File: src/rtl/uart_rx_fifo.sv
// ============================================================================
// uart_rx_fifo : 8N1 UART receiver with 2-flop input sync and a byte FIFO
// Revision     : 1.0
// ============================================================================
`default_nettype none

module uart_rx_fifo #(
  parameter int CLKS_PER_BIT = 16,
  parameter int FIFO_DEPTH   = 4,
  parameter int CNT_W        = 8
) (
  input  logic       clk,
  input  logic       rst,
  input  logic       rx,
  input  logic       rd,
  output logic [7:0] data,
  output logic       valid,
  output logic       full,
  output logic       frame_err,
  output logic       overrun,
  input  logic       clr_err,
  output logic       busy
);

  localparam int AW = $clog2(FIFO_DEPTH);
  localparam logic [CNT_W-1:0] C_CNT_LAST = CNT_W'(CLKS_PER_BIT - 1);
  localparam logic [CNT_W-1:0] C_CNT_HALF = CNT_W'(CLKS_PER_BIT / 2 - 1);
  localparam logic [AW:0]      C_DEPTH    = (AW + 1)'(FIFO_DEPTH);

  typedef enum logic [2:0] {
    S_IDLE  = 3'd0,
    S_START = 3'd1,
    S_DATA  = 3'd2,
    S_STOP  = 3'd3,
    S_BREAK = 3'd4
  } state_e;

  state_e           state_q, state_d;
  logic             rx_meta_q, rx_meta_d;
  logic             rx_s_q, rx_s_d;
  logic [CNT_W-1:0] cnt_q, cnt_d;
  logic [2:0]       bit_idx_q, bit_idx_d;
  logic [7:0]       shift_q, shift_d;
  logic [7:0]       mem_q [FIFO_DEPTH];
  logic [7:0]       mem_d [FIFO_DEPTH];
  logic [AW-1:0]    wr_ptr_q, wr_ptr_d;
  logic [AW-1:0]    rd_ptr_q, rd_ptr_d;
  logic [AW:0]      count_q, count_d;
  logic             frame_err_q, frame_err_d;
  logic             overrun_q, overrun_d;

  logic             w_push;
  logic             w_frame_set;
  logic             w_pop;
  logic             w_full;
  logic             w_push_ok;
  logic             w_ovr_set;

  always_comb begin
    rx_meta_d = rx;
    rx_s_d    = rx_meta_q;
  end

  always_comb begin
    state_d     = state_q;
    cnt_d       = cnt_q;
    bit_idx_d   = bit_idx_q;
    shift_d     = shift_q;
    w_push      = 1'b0;
    w_frame_set = 1'b0;
    case (state_q)
      S_IDLE: begin
        if (!rx_s_q) begin
          state_d = S_START;
          cnt_d   = '0;
        end
      end
      S_START: begin
        if (cnt_q == C_CNT_HALF) begin
          cnt_d     = '0;
          bit_idx_d = 3'd0;
          state_d   = rx_s_q ? S_IDLE : S_DATA;
        end else begin
          cnt_d = cnt_q + CNT_W'(1);
        end
      end
      S_DATA: begin
        if (cnt_q == C_CNT_LAST) begin
          cnt_d   = '0;
          shift_d = {rx_s_q, shift_q[7:1]};
          if (bit_idx_q == 3'd7) begin
            state_d = S_STOP;
          end else begin
            bit_idx_d = bit_idx_q + 3'd1;
          end
        end else begin
          cnt_d = cnt_q + CNT_W'(1);
        end
      end
      S_STOP: begin
        if (cnt_q == C_CNT_LAST) begin
          cnt_d = '0;
          if (rx_s_q) begin
            w_push  = 1'b1;
            state_d = S_IDLE;
          end else begin
            w_frame_set = 1'b1;
            state_d     = S_BREAK;
          end
        end else begin
          cnt_d = cnt_q + CNT_W'(1);
        end
      end
      S_BREAK: begin
        if (rx_s_q) begin
          state_d = S_IDLE;
        end
      end
      default: begin
        state_d = S_IDLE;
        cnt_d   = '0;
      end
    endcase
  end

  // A simultaneous pop frees the slot, so a push into a full FIFO still lands.
  always_comb begin
    w_pop     = rd && (count_q != '0);
    w_full    = (count_q == C_DEPTH);
    w_push_ok = w_push && (!w_full || w_pop);
    w_ovr_set = w_push && w_full && !w_pop;

    mem_d    = mem_q;
    wr_ptr_d = wr_ptr_q;
    rd_ptr_d = rd_ptr_q;
    if (w_push_ok) begin
      mem_d[wr_ptr_q] = shift_q;
      wr_ptr_d        = wr_ptr_q + AW'(1);
    end
    if (w_pop) begin
      rd_ptr_d = rd_ptr_q + AW'(1);
    end
    count_d = count_q + (AW + 1)'(w_push_ok) - (AW + 1)'(w_pop);

    frame_err_d = w_frame_set ? 1'b1 : (clr_err ? 1'b0 : frame_err_q);
    overrun_d   = w_ovr_set   ? 1'b1 : (clr_err ? 1'b0 : overrun_q);
  end

  always_ff @(posedge clk or negedge rst) begin
    if (!rst) begin
      state_q     <= S_IDLE;
      rx_meta_q   <= 1'b1;
      rx_s_q      <= 1'b1;
      cnt_q       <= '0;
      bit_idx_q   <= '0;
      shift_q     <= '0;
      mem_q       <= '{default: '0};
      wr_ptr_q    <= '0;
      rd_ptr_q    <= '0;
      count_q     <= '0;
      frame_err_q <= 1'b0;
      overrun_q   <= 1'b0;
    end else begin
      state_q     <= state_d;
      rx_meta_q   <= rx_meta_d;
      rx_s_q      <= rx_s_d;
      cnt_q       <= cnt_d;
      bit_idx_q   <= bit_idx_d;
      shift_q     <= shift_d;
      mem_q       <= mem_d;
      wr_ptr_q    <= wr_ptr_d;
      rd_ptr_q    <= rd_ptr_d;
      count_q     <= count_d;
      frame_err_q <= frame_err_d;
      overrun_q   <= overrun_d;
    end
  end

  assign data      = mem_q[rd_ptr_q];
  assign valid     = (count_q != '0);
  assign full      = w_full;
  assign frame_err = frame_err_q;
  assign overrun   = overrun_q;
  assign busy      = (state_q != S_IDLE);

endmodule

`default_nettype wire

File: config.mk
export PLATFORM = sky130hd
export DESIGN_NAME = uart_rx_fifo
export DESIGN_NICKNAME = d
export VERILOG_FILES = /design/src/rtl/uart_rx_fifo.sv
export SDC_FILE = /design/constraint.sdc
export NUM_CORES = 1
export LEC_CHECK = 0
export ABC_AREA = 1
export ABC_CLOCK_PERIOD_IN_PS = 3200
export BUFFER_PORTS_ARGS = -buffer_cell sky130_fd_sc_hd__buf_2
export CAP_MARGIN = 15
export CORE_ASPECT_RATIO = 1.5
export CORE_MARGIN = 4
export CORE_UTILIZATION = 60
export CTS_CLUSTER_DIAMETER = 150
export DETAILED_ROUTE_END_ITERATION = 12
export GPL_TIMING_DRIVEN = 0
export PLACE_DENSITY_LB_ADDON = 0.3
export RECOVER_POWER = 50
export SYNTH_ARGS = -nofsm -noshare
export SYNTH_HDL_FRONTEND = slang
export SYNTH_SLANG_ARGS = --single-unit
File: constraint.sdc
create_clock -name clk -period 3.2 [get_ports clk]
set_clock_uncertainty 0.1 [all_clocks]
set_input_delay 0.16 -clock clk [delete_from_list [all_inputs] [get_ports clk]]
set_output_delay 0.16 -clock clk [all_outputs]
set_load 0.02 [all_outputs]
Yosys cells after proc, flatten, opt, wreduce, memory -nomap -nowiden
Cells that the tools add are included.
Widths: inputs -> output; s select.
- $add $sub $neg: 6
- $mul: 0
- divide/modulo/power cells: 0
- order comparisons: 3
- eq/ne operators: 15
- shift-type cells: 0
- mux-type cells: 32
- bitwise logic cells: 3
- reduce and logical (&&, ||, !) cells: 19
- operators by type and width (kind ; count):
    $mux 8 ; 6
    $bwmux 32 ; 1
    $pmux 8 s4 ; 1
    $mux 3 ; 10
    $bmux 8 s2 ; 1
    $demux 8 s2 ; 1
    $pmux 3 s5 ; 1
    $ne 2x2->1 const B ; 7
    $eq 3x3->1 const B ; 3
    $mux 1 ; 9
    $add 8x1->8 const B ; 1
    $eq 8x3->1 const B ; 1
    $eq 8x4->1 const B ; 1
    $eq 3x2->1 const B ; 2
    $ge 3x3->1 const B ; 2
    $not 2->3 ; 2
    $pmux 3 s2 ; 1
    $reduce_and 6->1 ; 1
    $reduce_bool 2->1 ; 3
    $reduce_bool 3->1 ; 2
    $logic_and 1x1->1 ; 5
    $add 2x1->2 const B ; 2
    $reduce_and 2->1 ; 2
    $reduce_and 4->1 ; 1
    11 further kinds ; 12
- flip-flop bits (word level): 65
- bits in latches: 0
- RAM bits: 0
- ROM bits: 0
- bits of input ports: 5
- output and inout port bits: 13
- word-level logic and storage cells: 93
- memories: 0

Depth between registers and ports, before layout
Gate-level depths: netlist of the first run.
- word-level depth: 6
- gate-level depth with buffers: 12
- mapped depth without buffers: 12

Least setup slack after synthesis of the first run
OpenSTA, ideal clock, no wires.
- path type: register to register
- from: register cnt_q[0]
- to: register count_q[2]
- setup time: 0.122 ns
- arrival: 2.175 ns
- data required time: 2.978 ns
- slack: 0.804 ns
- cell stages (with the launch flop): 13
- buffers on the path: 0
- period minus slack after synthesis: 2.396 ns
- cell sequence: dfrtp_1 ha_1 nand2_2 nor2_4 nand3_4 nor2_8 nand2_1 ha_1 inv_1 ha_1 inv_1 fa_1 xor2_1
- longest elaborated chain between the ends: 6
- RTL lines (item ; line ; source):
    from (decl) ; 41 ; logic [CNT_W-1:0] cnt_q, cnt_d;
    from (signal assigned) ; 167 ; cnt_q <= cnt_d;
    $eq 8x4->1 ; 101 ; if (cnt_q == C_CNT_LAST) begin
    $mux 1 ; 101 ;
    $mux 1 ; 71 ; case (state_q)
    $logic_and 1x1->1 ; 130 ; w_push_ok = w_push && (!w_full || w_pop);
    $add 3x1->3 ; 143 ; count_d = count_q + (AW + 1)'(w_push_ok) - (AW + 1)'(w_pop);
    $sub 3x1->3 ; 143 ;
    via count_d[2] ; 48 ; logic [AW:0] count_q, count_d;
    to (signal assigned) ; 173 ; count_q <= count_d;
    to (decl) ; 48 ;
The timed path passes the listed nets, and every way through them passes these cells.
A chain may end at the register's enable or synchronous reset.

Worst setup path after layout of the first run
Same ends and word-level chain as after synthesis.

==> flow_summary.yaml, run 1 <==
place:
  gp_congestion: 0.831
  place_hpwl_um: 4430
  portBuffers: 17
  place_area_um2: 3340
grt:
  overflow: 0
  grt_usage: 0.219
  antenna_found_initial: 0
  grt_pass1_wl_um: 11000
  grt_max_degree: 66
  grt_pass1_vias: 2496
floorplan:
  rows: 32
  fp.dieW_um: 67.4
  core_area_um2: 5120
  io_pins: 18
  die_area_um2: 6540
  start_util: 0.619
  dieHeight_um: 97.1
routing:
  route.vias.total: 2468
  wl_um: 6300
  wl_per_cell_um: 13.8
  drc: 0
  via_per_inst: 5.41
  first_pass_iters: 4
  postRouteAntennaNets: 0
  drt_iter0_markers: 159
synthesis:
  synth.ff_latch_count: 65
  netlist-cell-type-count: 27
  synth_area_um2: 3170
  ys_seq_area_frac: 0.514
  synthesis.nets: 367
  ys_warn_count: 0
  syn_inst: 352
  syn_area_per_cell_um2: 9.01
timing:
  tightest_slew_ps: 1570
  period_needed_ps: 2630
  slew_viol_final: 66
  finalHoldViolCount: 0
  finalSetupTns_ps: 0
  fmax_mhz: 381
  rsz0062_at_grt: "no"
  relSlewSlack: -0.0445
  worst_hold_slack_ps: 48.2
  finalCritPeriodShare: 0.821
  setup_viol: 0
clocking:
  clk_path_buf_depth: 2
  insertion_delay_ps: 340
  clock_sinks: 65
  clk_pin_slew_ps: 60
  cts_tree: "done"
  cts_made_buffers: 9
  htree_levels: 3
  ctsRootBufferMaster: "clkbuf_8"
power:
  p_sw_frac: 0.356
  power_density_nw_per_um2: 778
  seqPwrFrac: 0.346
  switching_power_w: 0.00101
  peakVddDrop_mv: 0.675
  power_frac_comb: 0.319
  p_int_w: 0.00183
  power_frac_clock: 0.335
  p_leak_nw: 1.73
finish:
  n_antenna_cell: 0
  nNetsFinal: 398
  design_area_um2: 3640
  drive_gt1_frac: 0.165
  syn_to_final_growth_pct: 14.8
min_path:
  hold_class: "input port to flop"
worst_setup_path:
  startpoint_type: "flop"
  crit_fanout: 7
  cp-end-kind: "flop"
  path_class: "flop to flop"
  arrival_ps: 2750
  worstPathRequired_ps: 3320
status:
  status: "complete, but fails checks"
  violations: "max-capacitance violations, max-slew violations"
flow_run:
  maxCapViolCount: 1
cells in the final DEF, fill, tap and decap left out, drive strengths merged:
cell type    instances
clkinv               1
buf                 19
nand3               22
o21ai               64
dlygate4sd3          3
clkbuf              18
dfstp                2
a21oi                2
fa                   1
bufinv               4
o22ai                9
nor2                40
nand2               85
inv                 33
xor2                 8
dfrtp               63
nand4                2
nand3b               2
a31oi                1
ha                   9
final timing paths:
kind,from,to,slack [ps],cells past startpoint
min in group asynchronous,rst,mem_q[9],650,2
min,rd,overrun,50,4
max,cnt_q[0],count_q[2],570,12
max reg2reg,cnt_q[0],count_q[2],570,12
max in group asynchronous,rst,cnt_q[2],1420,2
min reg2reg,rx_meta_q,rx_s_q,260,0
critical path, cell delays in order, from the launching register on:
cell	delay [ps]
dfrtp_1	380
ha_1	230
nand2_2	100
nor2_4	130
nand3_4	110
nor2_8	210
nand2_1	150
ha_1	300
inv_1	70
ha_1	150
inv_1	50
fa_1	370
xor2_1	170
cells by family (layout without fill, tap and decap cells):
logic type | count (synthesis) | after routing | synth area share
buf+inv | 42 | 78 | 0.0600
simple gates | 151 | 151 | 0.229
xor+xnor | 8 | 8 | 0.0221
compound gates | 76 | 76 | 0.133
flops | 65 | 65 | 0.514
fa+ha+maj | 10 | 10 | 0.0418
area by class of cell:
cell class / count / area, µm²
multi-input combinational: 245 / 1350
tap: 68 / 85.1
sequential: 65 / 1630
inverter: 33 / 124
buffer: 9 / 66.3
clock buffer: 11 / 151
fill: 423 / 1480
timing repair buffer: 20 / 111
clock inverter: 5 / 125
synth_stat cells:
cell type	n	area, µm²
nand2_1	82	308
dfrtp_1	63	1580
nor2_1	32	120
inv_1	31	116
o21ai_0	30	150
o21ai_1	26	130
nand3_1	17	85.1
ha_1	9	113
o22ai_1	9	56.3
o21ai_2	8	70.1
xor2_1	8	70.1
nand3_4	5	87.6
nor2_2	5	31.3
buf_6	4	45.0
clkbuf_1	3	11.3
nand2_2	3	18.8
a21oi_1	2	10.0
buf_2	2	10.0
dfstp_2	2	52.6
inv_2	2	7.51
nand3b_1	2	15.0
nor2_4	2	22.5
a31oi_1	1	6.26
fa_1	1	20.0
nand4_1	1	6.26
nand4_2	1	12.5
nor2_8	1	20.0
through the flow:
step / std cells / total power (W) / setup slack [ps] / utilization
global placement: 437 / 0.00186 / 665 / 0.652
CTS: 456 / 0.00284 / 558 / 0.712
finish: 456 / 0.00283 / 574 / 0.711
floorplan: 352 / 0.00163 / 804 / -
detailed placement: 437 / 0.00189 / 619 / 0.653
global route: 456 / 0.00300 / 389 / 0.711
power by group through the flow:
stage | clock (W) | combinational, W | sequential [W]
finish | 0.000950 | 0.000904 | 0.000981
CTS | 0.000959 | 0.000906 | 0.000978
floorplan | 0 | 0.000658 | 0.000973
detailed placement | 0 | 0.000892 | 0.000993
global placement | 0 | 0.000875 | 0.000989
global route | 0.000993 | 0.00101 | 0.000990
state kept, by name (all words and copies together), names as in the netlist:
signal,count
rd_ptr_q,2
frame_err,1
count_q,3
mem_q,32
rx_s_q,1
bit_idx_q,3
cnt_q,8
rx_meta_q,1
wr_ptr_q,2
shift_q,8
overrun,1
state_q,3
metal layers:
layer | vias up | routed length (µm) | track usage | part of all wire
li1 | 1210 | - | - | -
met1 | 1182 | 2490 | 0.250 | 0.40
met2 | 55 | 3430 | 0.373 | 0.54
met3 | 21 | 219 | 0.0475 | 0.035
met4 | 0 | 163 | 0.108 | 0.026
met5 | - | 0 | 0 | 0
repair_timing:
action / in CTS / in global routing
buffers inserted: 0 / 0
gates resized for setup: 0 / 0
hold buffers: 3 / 0
hold endpoints to repair: 66 / 0
No activity file was read; power rests on OpenSTA's default activity.
==> run 2: changes to the inputs <==
ABC_CLOCK_PERIOD_IN_PS = 2300   (was 3200)
CORE_UTILIZATION = 54   (was 60)
clock period = 2.3 ns   (was 3.2 ns; I/O delays follow)
==> run 2 against run 1 <==
- count of clock-buffer cells in the layout fell by 1
- power rose by 31%
- sequential share of layout area fell by 0.14 points
- critical path type unchanged
- die area rose by 10%
- sequential power rose by 43%
- global-route usage fell by 1.6 points
- the run still ends with max-capacitance violations, max-slew violations left
- first-iteration DRC count rose by 3.8%
- clock power rose by 9%
- largest cell class unchanged
- register-to-register slack got worse by 510 ps
- cell area rose by 0.31%
- non-clock buffer count rose by 2
==> flow_summary.yaml, run 2 (synthesized netlist as in run 1, its figures left out) <==
finish:
  fin_cells: 460
  drive_gt1_frac: 0.192
  layout_common_cells: "81 x nand2_1, 63 x dfrtp_1, 32 x nor2_1"
  reg.largest.list: "mem_q: 32 flops, cnt_q: 8 flops, shift_q: 8 flops"
  nNetsFinal: 400
  largest_reg_flops: 32
  syn_to_final_growth_pct: 15.2
  largest_register: "mem_q"
  n_antenna_cell: 0
  final_common_cell: "nand2_1"
power:
  peakVddDrop_mv: 0.618
  power_density_nw_per_um2: 1020
  p_leak_nw: 1.72
timing:
  slew_viol_final: 66
  relSlewSlack: -0.0619
  setup_viol: 0
  finalCritPeriodShare: 0.972
  tightest_slew_ps: 1590
  period_needed_ps: 2240
  fmax_mhz: 447
  finalSetupTns_ps: 0
  setup_ws_ps: 63.3
  finalHoldViolCount: 0
worst_setup_path:
  critPathBufInv: 3
  worstSetupEndpoint: "count_q[1]"
  crit_fanout: 4
  path_class: "flop to flop"
  startpoint_type: "flop"
  rrSetupSlack_ps: 60
  max_stage_delay_ps: 510
  reg2reg_from: "cnt_q[1]"
  r2r_cells: 12
  rr_endpoint: "count_q[1]"
  critical-path-slowest-cell: "fa_2"
  crit_top_cell: "ha_4"
  cpLargestDelayFamily: "adder cells"
  startpoint: "cnt_q[1]"
  cp-end-kind: "flop"
  arrival_ps: 2390
  path_depth: 12
  cp_cell_sequence: "ha_4 -> nand2_2 -> nor2_4 -> nand3_4 -> nor2_8 -> nand2_4 -> ha_4 -> inv_2 -> ha_4 -> inv_2 -> fa_2 -> inv_1"
  worstPathRequired_ps: 2450
clocking:
  clk_pin_slew_ps: 70
  htree_levels: 3
  insertion_delay_ps: 350
  cts_made_buffers: 9
  ctsRootBufferMaster: "clkbuf_8"
  clock_sinks: 65
  cts_tree: "done"
  clk_path_buf_depth: 2
place:
  gp_congestion: 0.845
  portBuffers: 17
  dp.cells: 439
  place_worst_setup_slack_ps: -137
  place_hpwl_um: 4560
floorplan:
  io_pins: 18
  rows: 33
  start_util: 0.569
  die_area_um2: 7190
  dieHeight_um: 102
  core_area_um2: 5570
  fp.dieW_um: 70.6
routing:
  via_per_inst: 5.33
  first_pass_iters: 4
  drt_iter0_markers: 165
  drc: 0
  postRouteAntennaNets: 0
  wl_um: 6440
  route.vias.total: 2454
  wl_per_cell_um: 14.0
grt:
  grt_max_degree: 66
  grt_usage: 0.204
  antenna_found_initial: 0
  busiest_layer: "met2"
  overflow: 0
  grt_util_met3: 0.0295
  met1_usage: 0.224
  grt_util_met2: 0.370
  grt_pass1_wl_um: 11400
  grt_pass1_vias: 2571
status:
  violations: "max-capacitance violations, max-slew violations"
  status: "complete, but fails checks"
min_path:
  hold_class: "input port to flop"
flow_run:
  maxCapViolCount: 1
[run 2: area by class of cell]
class	instances	area (µm²)
flip-flops and latches	65	1630
inverters	33	124
plain buffers	8	63.8
multi-input cells	245	1410
clock buffers	10	128
fillers	459	1920
repair buffers	23	134
clock inverters	6	82.6
well taps	70	87.6
[run 2: metal layers]
metal | share of wire | wire, µm | vias up
li1 | - | - | 1222
met1 | 0.39 | 2530 | 1170
met2 | 0.54 | 3490 | 45
met3 | 0.035 | 228 | 17
met4 | 0.030 | 191 | 0
met5 | 0 | 0 | -
[run 2: what timing repair did]
| item | 4_1_cts | 5_1_grt |
|---|---|---|
| hold buffers | 3 | 0 |
| pin swaps | 1 | 1 |
| setup buffers | 1 | 2 |
| gates resized for setup | 0 | 4 |
| setup endpoints to repair | 2 | 10 |
| hold endpoints to repair | 66 | 0 |
[run 2: worst min path at each step]
stage          start            to  cells past startpoint
2_1_floorplan    rst  bit_idx_q[0]                      0
3_3_place_gp      rx     rx_meta_q                      1
3_5_place_dp      rx     rx_meta_q                      1
4_1_cts           rd       overrun                      4
5_1_grt           rd       overrun                      4
6_report          rd       overrun                      4
[run 2: report_power, final]
| group | internal, W | total [W] | leakage, nW | switching [W] |
|---|---|---|---|---|
| registers | 0.00125 | 0.00140 | 0.878 | 0.000144 |
| clock network | 0.000604 | 0.00104 | 0.106 | 0.000440 |
| logic | 0.000428 | 0.00127 | 0.736 | 0.000842 |
| total | 0.00229 | 0.00371 | 1.72 | 0.00143 |
[run 2: tightest hold or removal path: cells and delay by family]
family | cells | cell delay [ps]
compound gates | 1 | 80
simple gates | 1 | 100
buf+inv | 2 | 140
[run 2: stage by stage]
stage / hold slack (ps) / util / instance area, µm² / power [W]
after floorplan: -281 / - / 3210 / 0.00230
after global placement: 120 / 0.607 / 3380 / 0.00262
after detailed placement: 121 / 0.607 / 3380 / 0.00266
after CTS: 12.4 / 0.652 / 3630 / 0.00372
after global routing: 88.5 / 0.655 / 3650 / 0.00396
final: 46.2 / 0.655 / 3650 / 0.00371
